<file path="config.mk">
export PLATFORM = sky130hd
export DESIGN_NAME = bus_transfer_sequencer
export DESIGN_NICKNAME = d
export VERILOG_FILES = /design/src/rtl/bus_transfer_sequencer.sv
export SDC_FILE = /design/constraint.sdc
export NUM_CORES = 1
export LEC_CHECK = 0
export BUFFER_PORTS_ARGS = -buffer_cell sky130_fd_sc_hd__clkbuf_2
export CORE_MARGIN = 5
export CORE_UTILIZATION = 39
export DETAILED_ROUTE_END_ITERATION = 7
export SYNTH_ARGS = -nofsm -noshare
export SYNTH_HDL_FRONTEND = slang
export SYNTH_SLANG_ARGS = --single-unit
</file>
<file path="constraint.sdc">
create_clock -name clock -period 3.05 [get_ports clock]
set_clock_uncertainty 0.2 [all_clocks]
set_input_delay 0.1525 -clock clock [delete_from_list [all_inputs] [get_ports clock]]
set_output_delay 0.1525 -clock clock [all_outputs]
set_load 0.05 [all_outputs]
</file>
<file path="src/rtl/bus_transfer_sequencer.sv">
// Receiving-end bus sequencer: queues register-transfer commands, validates their codes,
// and replays them as registered one-hot driver/load strobe pairs on the datapath bus.
module bus_transfer_sequencer #(
   parameter int DEPTH = 4,
   parameter int NSRC  = 24,
   localparam int CW   = $clog2(DEPTH + 1)
) (
   input  logic            clock,
   input  logic            clear,
   input  logic            cmd_valid,
   output logic            cmd_ready,
   input  logic [4:0]      cmd_src,
   input  logic [4:0]      cmd_dst,
   input  logic            stall,
   output logic [NSRC-1:0] out_strobe,
   output logic [NSRC-1:0] in_strobe,
   output logic            xfer_done,
   output logic            cmd_error,
   output logic            busy,
   output logic [CW-1:0]   fifo_count
);

   localparam int              AW      = $clog2(DEPTH);
   localparam logic [5:0]      L_NSRC  = 6'(NSRC);
   localparam logic [NSRC-1:0] L_ONE   = NSRC'(1);
   localparam logic [CW-1:0]   L_DEPTH = CW'(DEPTH);

   typedef enum logic {IDLE, DRIVE} state_t;

   state_t          r_state;
   state_t          w_nextState;

   logic [9:0]      r_fifo [DEPTH];
   logic [AW-1:0]   r_wrPtr;
   logic [AW-1:0]   r_rdPtr;
   logic [CW-1:0]   r_count;

   logic [NSRC-1:0] r_outStrobe;
   logic [NSRC-1:0] r_inStrobe;
   logic            r_xferDone;
   logic            r_cmdError;

   logic            w_ready;
   logic            w_accept;
   logic            w_cmdBad;
   logic            w_push;
   logic            w_pop;
   logic            w_retire;
   logic            w_notEmpty;
   logic [4:0]      w_headSrc;
   logic [4:0]      w_headDst;

   // Full blocks acceptance on the current count only, even if a pop happens this edge.
   assign w_ready    = ~clear & (r_count < L_DEPTH);
   assign w_accept   = cmd_valid & w_ready;
   assign w_cmdBad   = ({1'b0, cmd_src} >= L_NSRC) | ({1'b0, cmd_dst} >= L_NSRC) |
                       (cmd_dst == 5'd22) | (cmd_dst == 5'd23) | (cmd_src == cmd_dst);
   assign w_push     = w_accept & ~w_cmdBad;
   assign w_notEmpty = (r_count != '0);
   assign w_headSrc  = r_fifo[r_rdPtr][9:5];
   assign w_headDst  = r_fifo[r_rdPtr][4:0];

   always_ff @(posedge clock) begin
      if (clear) begin
         r_state <= IDLE;
      end else begin
         r_state <= w_nextState;
      end
   end

   always_comb begin
      w_nextState = r_state;
      case (r_state)
         IDLE: begin
            if (w_notEmpty) begin
               w_nextState = DRIVE;
            end
         end
         DRIVE: begin
            if (!stall && !w_notEmpty) begin
               w_nextState = IDLE;
            end
         end
         default: w_nextState = IDLE;
      endcase
   end

   always_comb begin
      w_pop    = 1'b0;
      w_retire = 1'b0;
      case (r_state)
         IDLE: begin
            w_pop = w_notEmpty;
         end
         DRIVE: begin
            w_retire = ~stall;
            w_pop    = ~stall & w_notEmpty;
         end
         default: begin
            w_pop    = 1'b0;
            w_retire = 1'b0;
         end
      endcase
   end

   // Storage needs no reset: entries are only read once the count says they were written.
   always_ff @(posedge clock) begin
      if (w_push) begin
         r_fifo[r_wrPtr] <= {cmd_src, cmd_dst};
      end
   end

   always_ff @(posedge clock) begin
      if (clear) begin
         r_wrPtr <= '0;
         r_rdPtr <= '0;
         r_count <= '0;
      end else begin
         if (w_push) begin
            r_wrPtr <= r_wrPtr + AW'(1);
         end
         if (w_pop) begin
            r_rdPtr <= r_rdPtr + AW'(1);
         end
         case ({w_push, w_pop})
            2'b10:   r_count <= r_count + CW'(1);
            2'b01:   r_count <= r_count - CW'(1);
            default: r_count <= r_count;
         endcase
      end
   end

   always_ff @(posedge clock) begin
      if (clear) begin
         r_outStrobe <= '0;
         r_inStrobe  <= '0;
         r_xferDone  <= 1'b0;
         r_cmdError  <= 1'b0;
      end else begin
         if (w_pop) begin
            r_outStrobe <= L_ONE << w_headSrc;
            r_inStrobe  <= L_ONE << w_headDst;
         end else if (w_retire) begin
            r_outStrobe <= '0;
            r_inStrobe  <= '0;
         end
         r_xferDone <= w_retire;
         r_cmdError <= w_accept & w_cmdBad;
      end
   end

   assign cmd_ready  = w_ready;
   assign out_strobe = r_outStrobe;
   assign in_strobe  = r_inStrobe;
   assign xfer_done  = r_xferDone;
   assign cmd_error  = r_cmdError;
   assign busy       = (r_state == DRIVE) | w_notEmpty;
   assign fifo_count = r_count;

endmodule

</file>
==> flow_metrics.tcl <==
set metrics [dict create \
    slowest_stage "dlygate4sd3_1" \
    cp_top_family "buffers and inverters" \
    cts_htree_levels 3 \
    cp-startpoint "cmd_dst[2]" \
    leakage_nw 1.785 \
    hold_viol 0 \
    min_period_ns 2.756 \
    cts_setup_buffers 0 \
    slew_violations 0 \
    gp_congestion 0.7660 \
    crit_buf_inv 4 \
    ys_seq_elements 100 \
    worstSetupPathType "input pin to flop" \
    clkPwrFrac_pct 23.2 \
    synth_flop_cell "dfxtp_1" \
    cts_root_buffer "clkbuf_8" \
    synth.net_count 278 \
    drt_wl_total_um 7765 \
    hold_path.class "input pin to flop" \
    cap_violations 0 \
    r2r-start "fifo_count[2]$_SDFFE_PP0P_" \
    viasPerCell 4.988 \
    cts_buffers 9 \
    overflow 0 \
    synth_area_leaders "dfxtp_1 (32%), edfxtp_1 (32%), a22o_1 (9.5%)" \
    fmax_ghz 0.3629 \
    cp_max_fo 6 \
    hold_ws_ns 0.04410 \
    setup_violations 0 \
    drive_gt1_share_pct 34.58 \
    synth_area_um2 3774 \
    sw_frac_of_total_pct 37.55 \
    syn2layout_area_growth_pct 21.75 \
    fillers 865 \
    rsz0062_at_grt "no" \
    via_count 2394 \
    synth.distinct_cells 37 \
    netlist.area_leader.share_pct 31.83 \
    async_reset_ff_share_pct 0 \
    cp_slowest_stage_delay_ns 0.55 \
    utilization_pct 47.89 \
    clkTransAtPathRegs_ns 0.10 \
    ios 69 \
    drtIter0Drc 78 \
    ys.warnings.count 0 \
    pre_cts_ws_ns 0.5163 \
    die_y_um 108.4 \
    dieWidth_um 108.4 \
    critPathLaunchType "input pin" \
    crit_path_end_kind "flop" \
    drc 0 \
    cp.arrival_ns 2.84 \
    power_density_nw_per_um2 786.4 \
    synth_top_area_cell "dfxtp_1" \
    final_antenna_net_count 0 \
    grt_max_degree 49 \
    cts_tree "yes" \
    hp-start "clear" \
    outcome "completed" \
    ctsLongestPathBuffers 2 \
    initial_core_util_pct 39.33 \
    dpl.cell_count 451 \
    power.internal_w 0.002256 \
    multi_input_area_um2 1305 \
    drtPass1Iterations 4 \
    clkSinkCount 100 \
    clk_latency_ns 0.36 \
    antenna_found_initial 0 \
    design.die.area_um2 11740 \
    dp_hpwl_um 5457 \
    worst_slack_ns 0.2943 \
    seq_area_um2 2402 \
    synth_edf_count 40 \
    combPwrFrac_pct 34.0 \
    tightest_slew_ns 0.5657 \
    finalSetupTns_ns 0 \
    syn_inst 258 \
    diodes 0 \
    fin_nets 362 \
    portBuffers 68 \
    fin_cells 480 \
    path_cells "dlygate4sd3_1, clkbuf_2, xor2_1, nor3_1, a211oi_2, inv_1, ha_1, inv_1, fa_1, xor2_1, or3_1, a21oi_1" \
    grt_util_all_layers_pct 13.66 \
    relSlewSlack_pct 62.29 \
    core_area_um2 9594 \
    avgSynthCellArea_um2 14.63 \
    switchingPower_w 0.001357 \
    ir_worst_vdd_mv 0.3571 \
    yosysSeqAreaShare_pct 63.66 \
    row_count 36 \
    fin_crit_sh_pct 90.35 \
    seq_power_share_pct 42.8 \
    grt_pass1_wl_um 12350 \
    grt_pass1_vias 2339 \
    cp.required_ns 3.13 \
    wl_per_cell_um 16.18 \
]
-- kinds of logic (layout without fill, tap and decap cells) --
family | Yosys count | count (layout) | share of synthesized area [%]
buffers and inverters | 18 | 107 | 2.122
AND/OR/NAND/NOR | 56 | 56 | 10.44
adder cells (fa/ha/maj) | 6 | 6 | 2.188
XOR/XNOR | 9 | 9 | 2.089
multiplexers | 12 | 12 | 6.532
AO/OA/AOI/OAI | 57 | 57 | 12.96
flip-flops | 100 | 100 | 63.66
-- cell usage after synthesis (5+ instances only) --
library cell,instances
a21oi_1,5
a22o_1,41
a32o_1,8
clkbuf_1,6
dfxtp_1,60
edfxtp_1,40
ha_1,5
inv_1,7
mux4_2,10
nor2_1,17
nor3_2,5
xor2_1,8
-- area by class of cell --
type / count / area share [%]
Sequential cell: 100 / 52.29
Timing Repair Buffer: 84 / 10.73
Inverter: 7 / 0.5719
Clock buffer: 11 / 3.540
Tap cell: 133 / 3.622
Multi-Input combinational cell: 140 / 28.40
Clock inverter: 5 / 0.8442
-- timing repair --
action                                  in CTS  in global routing
hold endpoints to repair                    42                  0
gates resized for setup                      0                  0
endpoints found under the setup margin       0                  0
hold buffers                                13                  0
-- state kept, by name, summed over array words and instances (netlist names), named ones only --
signal and count:
r_rdPtr 2, cmd_error 1, fifo_count 3, r_state 1, out_strobe 24, r_wrPtr 2
xfer_done 1, r_fifo 40, in_strobe 24
-- tightest hold or removal path, stage by stage --
cell and delay (ns):
clkbuf_2 0.10, buf_4 0.21, nor2_1 0.11
-- power by group through the flow --
stage	Clock [W]	Sequential, W	Combinational, W
2_1_floorplan	0	0.00172	0.000811
3_3_place_gp	0	0.00158	0.00121
3_5_place_dp	0	0.00158	0.00122
4_1_cts	0.000862	0.00155	0.00124
5_1_grt	0.000911	0.00156	0.00134
6_report	0.000838	0.00155	0.00123
-- layout by cell type (no fill, tap or decap), drive strengths merged --
cell type / count
mux4: 10
a22o: 41
a21o: 1
nor3b: 5
xor2: 8
o21ai: 1
ha: 5
inv: 10
and2: 5
a21oi: 5
nand2b: 6
nor2: 22
clkinv: 1
a211oi: 1
dfxtp: 60
buf: 3
mux2: 1
xnor2: 1
dlygate4sd3: 13
nand3: 3
mux2i: 1
or3: 4
clkinvlp: 1
and3b: 2
a32o: 8
edfxtp: 40
nand2: 3
fa: 1
clkbuf: 79
nor3: 6
-- per-layer routing --
layer,share of wire [%],global-route usage [%],vias to the layer above
met1,48,18.50,1166
met2,45,21.63,62
li1,-,-,1156
met4,1.4,4.328,0
met3,5.7,3.403,10
met5,0,0,-
-- final timing paths --
kind,end,slack [ns],depth (start not counted)
max,fifo_count[2]$_SDFFE_PP0P_,0.29,12
min,fifo_count[0]$_SDFFE_PP0P_,0.04,3
max reg2reg,fifo_count[2]$_SDFFE_PP0P_,0.65,10
min reg2reg,out_strobe[22]$_SDFFE_PP0P_,0.28,1
-- stage by stage --
step	cell area, um2	power [W]
2_1_floorplan	3776	0.002528
3_3_place_gp	4263	0.002789
3_5_place_dp	4263	0.002803
4_1_cts	4594	0.003653
5_1_grt	4594	0.003809
6_report	4594	0.003613
No activity file was read; power rests on OpenSTA's default activity.
